**src/rtl/konix_bus_arbiter.sv**
```systemverilog
// konix_bus_arbiter
// Shares the single memory address bus between the 8088 CPU, the SlipStream
// video fetch and the blitter/DSP byte port. Runs the HOLD/HLDA handshake with
// the CPU and, while the bus is held, grants one access per cycle with video
// ahead of the blitter. Blitter tenures are capped at BLIT_MAX_BURST grants.
// After every tenure the CPU keeps the bus for CPU_WINDOW cycles before the
// blitter may ask again.
module konix_bus_arbiter #(
    parameter int BLIT_MAX_BURST = 16,
    parameter int CPU_WINDOW     = 4
) (
    input  logic        clk_sys,
    input  logic        reset,
    input  logic        hlda,
    output logic        hold,
    input  logic [19:0] cpu_addr,
    input  logic        cpu_wr,
    input  logic [7:0]  cpu_wdata,
    input  logic        vid_req,
    input  logic [19:0] vid_addr,
    output logic        vid_gnt,
    input  logic        blt_req,
    input  logic        blt_we,
    input  logic [19:0] blt_addr,
    input  logic [7:0]  blt_wdata,
    output logic        blt_gnt,
    output logic [19:0] mem_addr,
    output logic        mem_we,
    output logic        mem_word,
    output logic [7:0]  mem_wdata,
    output logic        ext_owner
);

    typedef enum logic [1:0] {
        CPU_OWN   = 2'd0,
        HOLD_WAIT = 2'd1,
        EXT_OWN   = 2'd2,
        RELEASE   = 2'd3
    } state_t;

    localparam logic [7:0] BURST_MAX = 8'(BLIT_MAX_BURST);
    localparam logic [7:0] WIN_MAX   = 8'(CPU_WINDOW);

    state_t     state_q, state_d;
    logic       hold_q, hold_d;
    logic [7:0] win_cnt_q, win_cnt_d;
    logic [7:0] burst_cnt_q, burst_cnt_d;

    // The counters stop at their limit and never wrap.
    function automatic logic [7:0] sat_inc(input logic [7:0] v, input logic [7:0] lim);
        return (v >= lim) ? lim : v + 8'd1;
    endfunction

    // State, HOLD and counter registers; reset lands in CPU_OWN even mid-burst.
    always_ff @(posedge clk_sys or posedge reset) begin
        if (reset) begin
            state_q     <= CPU_OWN;
            hold_q      <= 1'b0;
            win_cnt_q   <= 8'd0;
            burst_cnt_q <= 8'd0;
        end else begin
            state_q     <= state_d;
            hold_q      <= hold_d;
            win_cnt_q   <= win_cnt_d;
            burst_cnt_q <= burst_cnt_d;
        end
    end

    // Next-state logic, grant decode and the memory bus mux.
    always_comb begin
        state_d     = state_q;
        win_cnt_d   = win_cnt_q;
        burst_cnt_d = burst_cnt_q;
        vid_gnt     = 1'b0;
        blt_gnt     = 1'b0;
        mem_addr    = cpu_addr;
        mem_we      = cpu_wr;
        mem_word    = 1'b0;
        mem_wdata   = cpu_wdata;

        case (state_q)
            CPU_OWN: begin
                win_cnt_d = sat_inc(win_cnt_q, WIN_MAX);
                // Video bypasses the CPU window; the blitter has to wait it out.
                if (vid_req) begin
                    state_d = HOLD_WAIT;
                end else if (blt_req && (win_cnt_q == WIN_MAX)) begin
                    state_d = HOLD_WAIT;
                end
            end

            HOLD_WAIT: begin
                if (hlda) begin
                    state_d     = EXT_OWN;
                    burst_cnt_d = 8'd0;
                end else if (!vid_req && !blt_req) begin
                    state_d = CPU_OWN;
                end
            end

            EXT_OWN: begin
                mem_we = 1'b0;
                if (!hlda) begin
                    // The CPU took the bus back without being asked: make no
                    // access and resume as if the tenure had ended cleanly.
                    state_d   = CPU_OWN;
                    win_cnt_d = 8'd0;
                end else if (vid_req) begin
                    vid_gnt  = 1'b1;
                    mem_addr = vid_addr;
                    mem_word = 1'b1;
                end else if (blt_req && (burst_cnt_q < BURST_MAX)) begin
                    blt_gnt     = 1'b1;
                    mem_addr    = blt_addr;
                    mem_we      = blt_we;
                    mem_wdata   = blt_wdata;
                    burst_cnt_d = sat_inc(burst_cnt_q, BURST_MAX);
                end else begin
                    state_d = RELEASE;
                end
            end

            RELEASE: begin
                if (!hlda) begin
                    state_d   = CPU_OWN;
                    win_cnt_d = 8'd0;
                end
            end

            default: begin
                state_d = CPU_OWN;
            end
        endcase

        hold_d = (state_d == HOLD_WAIT) || (state_d == EXT_OWN);
    end

    assign hold      = hold_q;
    assign ext_owner = (state_q == EXT_OWN);

endmodule
```
**config.mk**
```make
export PLATFORM = sky130hd
export DESIGN_NAME = konix_bus_arbiter
export DESIGN_NICKNAME = d
export VERILOG_FILES = /design/src/rtl/konix_bus_arbiter.sv
export SDC_FILE = /design/constraint.sdc
export NUM_CORES = 1
export LEC_CHECK = 0
export CAP_MARGIN = 20
export CORE_AREA = 2 2 71 66
export CTS_BUF_LIST = sky130_fd_sc_hd__clkbuf_8
export CTS_CLUSTER_DIAMETER = 50
export DETAILED_ROUTE_END_ITERATION = 7
export DIE_AREA = 0 0 73 68
export MAX_ROUTING_LAYER = met4
export PLACE_DENSITY = 0.95
export REMOVE_ABC_BUFFERS = 1
export SLEW_MARGIN = 30
export SYNTH_ARGS = -nofsm -noshare
export SYNTH_HDL_FRONTEND = slang
export SYNTH_SLANG_ARGS = --single-unit
export TNS_END_PERCENT = 20
```
**constraint.sdc**
```tcl
create_clock -name clk_sys -period 4.1 [get_ports clk_sys]
set_input_delay 0.82 -clock clk_sys [delete_from_list [all_inputs] [get_ports clk_sys]]
set_output_delay 0.82 -clock clk_sys [all_outputs]
set_load 0.05 [all_outputs]
```
==> results.md <==
* Count of unresolved DRC violations after routing at 0
* Synthesized cell area at 1530 um^2
* Cell count after synthesis at around 180
* Power after layout at 1020 uW
* Critical path type: input pin to output port
* Share of layout cells above drive strength 1 at 18.3%
* Area delta synth->final at 85.1%
* Final routed wire length divided by cell count at 16.4 um
* Final setup skew at ~0.0013 ns
* Status: finished, final reports clean
* Die Wd at 73 um
* Number of setup violations in the final report at 0
* H-tree levels at 1
* Slowest cell on the critical path: sky130_fd_sc_hd__clkdlybuf4s50_1
* Max_cap viols at 0
* Max-Slew Margin vs Limit at 51.7%
* Wire length reported by the detailed router at 5660 um
* Avg Cell Area, Syn at 8.35 um^2
* Tightest Hold Check Type: flop to flop
* Worst hold slack after final layout at 0.547 ns
* Post-route fraction of the period consumed by the critical path at between 90% and 100%
* Critical Path RT at 3.28 ns
* Achievable Freq at 267 MHz
* Final-layout setup total negative slack at 0 ns
* Worst skew pair latency at 0.26 ns
* Top-Level Pins at 117
* Critical Path Start Type: input pin
* Number of enable-type register cells in the synthesized netlist at 0
* Clock period minus worst slack at 3.75 ns
* Critical path endpoint category: output port
* Effective utilization at floorplan at 35.6%
* Total number of nets in the final design at 383
* List of cells traversed by the critical path: clkdlybuf4s50_1 > nand2_1 > nor3_1 > a22o_1 > clkdlybuf4s50_1
* Hpwl dp at 4470 um
* Post-CTS resize count at 0
* Highest net fanout along the worst path at 7
* Die area at 4960 um^2
* Antenna diode count at 0
* Register Area at 475 um^2
* Number of inserted filler cells in the final layout at 337
* Number of clock sinks seen by CTS at 19
* Max Buffers Root-to-Sink at 2
* Sequential fraction of the synthesis area at 31.1%
* Wire length of the first global-routing pass at about 8800 um
* Post-DR vias/cell at 5.51
* Unrepaired setup endpoints after global routing: no
* Setup Buffers After CTS at 0
* Maximum number of pins on one net before global-route repair at 23
* Remaining number of nets flagged by the antenna check after routing at 0
* Count of vias placed by the detailed router at between 1,500 and 2,000
* Area of combinational cells with multiple inputs at 946 um^2
* Critical Path Most Common Cell: sky130_fd_sc_hd__clkdlybuf4s50_1
* Number of unique standard cell types used by synthesis at 37
* Hold Violations, Final at 0
* Number of antenna violations at the first check in global routing at 0
* Overall fraction of global-route tracks in use at 23.2%
* Length of the first detailed-routing pass in iterations at 5
* Count of pins over their slew limit at 0
* Slew at the pin with the worst max-slew slack at 0.723 ns
* Dominant synthesized flop cell: sky130_fd_sc_hd__dfrtp_1
* Root buffer cell: sky130_fd_sc_hd__clkbuf_8
* Peak supply drop at 0.409 mV
* Initial drt markers at 109
* Leakage dissipation at 0.00124 uW
* Clock transition at the registers of the reported paths at about 0.07 ns
* Number of rows created at floorplan at 23
* CTS Hold Buffers Added at 0
* Delay of the slowest cell on the worst path at 0.79 ns
* Chip height at roughly 68 um
* Via count of the first global-routing pass at 1,852
* Number of synthesis warnings at 0
* Routability-driven placement congestion ratio at 0.883
* Fraction of synthesis flops using an asynchronous set or reset pin at 100%
* Core region area at 4290 um^2
* Number of port buffers at 116
* Ratio of total power to cell area at between 300 and 400 nW/um^2
* Number of storage elements in the synthesis netlist at 19
* Clock buffers created by TritonCTS at 3
* Remaining global-route overflow at 0
* WP data arrival at 2.93 ns
* TritonCTS clock tree: yes
==> area by class of cell <==
cell class | instances | area share [%]
multi-input combinational | 139 | 33.5
inverter | 11 | 1.46
sequential | 19 | 16.8
timing repair buffer | 122 | 44.4
clock inverter | 1 | 0.177
clock buffer | 3 | 1.46
tap | 50 | 2.21
==> Yosys cell counts (2+ instances only) <==
cell,n,area (um^2)
sky130_fd_sc_hd__dfrtp_1,19,475
sky130_fd_sc_hd__inv_1,11,41.3
sky130_fd_sc_hd__nor3b_1,2,15.0
sky130_fd_sc_hd__buf_2,4,20.0
sky130_fd_sc_hd__mux2_2,10,113
sky130_fd_sc_hd__o22ai_1,39,244
sky130_fd_sc_hd__o31ai_1,2,15.0
sky130_fd_sc_hd__mux2i_1,3,30.0
sky130_fd_sc_hd__clkbuf_1,8,30.0
sky130_fd_sc_hd__nand2_1,7,26.3
sky130_fd_sc_hd__ha_1,4,50.1
sky130_fd_sc_hd__nand3_1,4,20.0
sky130_fd_sc_hd__buf_4,2,15.0
sky130_fd_sc_hd__and2_1,5,31.3
sky130_fd_sc_hd__o21ai_0,4,20.0
sky130_fd_sc_hd__a31oi_1,2,12.5
sky130_fd_sc_hd__nor2b_1,7,43.8
sky130_fd_sc_hd__a21oi_1,23,115
sky130_fd_sc_hd__nor2_1,3,11.3
sky130_fd_sc_hd__and3_1,3,18.8
sky130_fd_sc_hd__a41o_1,2,20.0
sky130_fd_sc_hd__nor3_1,4,20.0
==> worst paths after layout <==
kind,cells past startpoint,slack [ns],end,from
setup / recovery,5,0.35,mem_we,blt_req
hold / removal,1,0.55,win_cnt_q[6],win_cnt_q[6]
setup reg to reg,5,2.42,hold,burst_cnt_q[4]
hold reg to reg,1,0.55,win_cnt_q[6],win_cnt_q[6]
max in group asynchronous,2,2.69,win_cnt_q[0],reset
min in group asynchronous,2,0.98,burst_cnt_q[2],reset
==> cell usage in the layout, fill, tap and decap left out, drive strengths merged <==
master         instances
clkdlybuf4s50         86
o22ai                 39
buf                   36
a21oi                 23
dfrtp                 19
inv                   11
mux2                  10
nand2                  8
nor2b                  7
nand3                  6
and2                   5
nor3                   4
o21ai                  4
ha                     4
and3                   3
nor2                   3
mux2i                  3
clkbuf                 3
a41o                   2
nor3b                  2
a31oi                  2
o31ai                  2
nor4                   1
nand2b                 1
a221o                  1
and3b                  1
a21o                   1
o21a                   1
o2bb2ai                1
a211oi                 1
or4                    1
a22o                   1
nand4                  1
or3                    1
clkinv                 1
==> per-layer routing <==
layer	routed length [um]	vias to the layer above	global-route usage, %	share of wire, %
met5	0	-	-	0
met4	99	0	6.94	1.7
met3	349	10	2.80	6.2
met2	2850	81	41.4	50
met1	2360	886	27.3	42
li1	-	923	-	-
==> kinds of logic after synthesis <==
logic type / share of synthesized area, %
multiplexers: 9.34
adder cells (fa/ha/maj): 3.28
buffers and inverters: 6.96
AO/OA/AOI/OAI: 31.2
AND/OR/NAND/NOR: 18.1
flip-flops: 31.1
==> state kept, by name, indices dropped and copies added (netlist names) <==
signal	count
hold	1
state_q	2
win_cnt_q	8
burst_cnt_q	8
==> power by group <==
group / switching, uW / internal (uW) / total (uW)
clock: 62.9 / 67.6 / 130
combinational: 373 / 262 / 635
sequential: 31.9 / 221 / 253
total: 467 / 551 / 1020
==> worst max-delay path, delay by kind of cell <==
| family | cells | cell delay [ns] |
|---|---|---|
| and+or+nand+nor | 2 | 0.50 |
| buffers and inverters | 2 | 1.40 |
| AOI/OAI and AO/OA | 1 | 0.20 |
==> metrics by stage <==
stage               setup slack [ns]  util (%)  cell area (um^2)  instances
global route                   0.240      65.9              2830        345
global placement               0.434      64.9              2780        341
finish                         0.355      65.9              2830        345
floorplan                      0.443         -              1460        169
detailed placement             0.351      64.9              2780        341
CTS                            0.351      65.9              2830        345
Power figures use the tool's default switching activity.
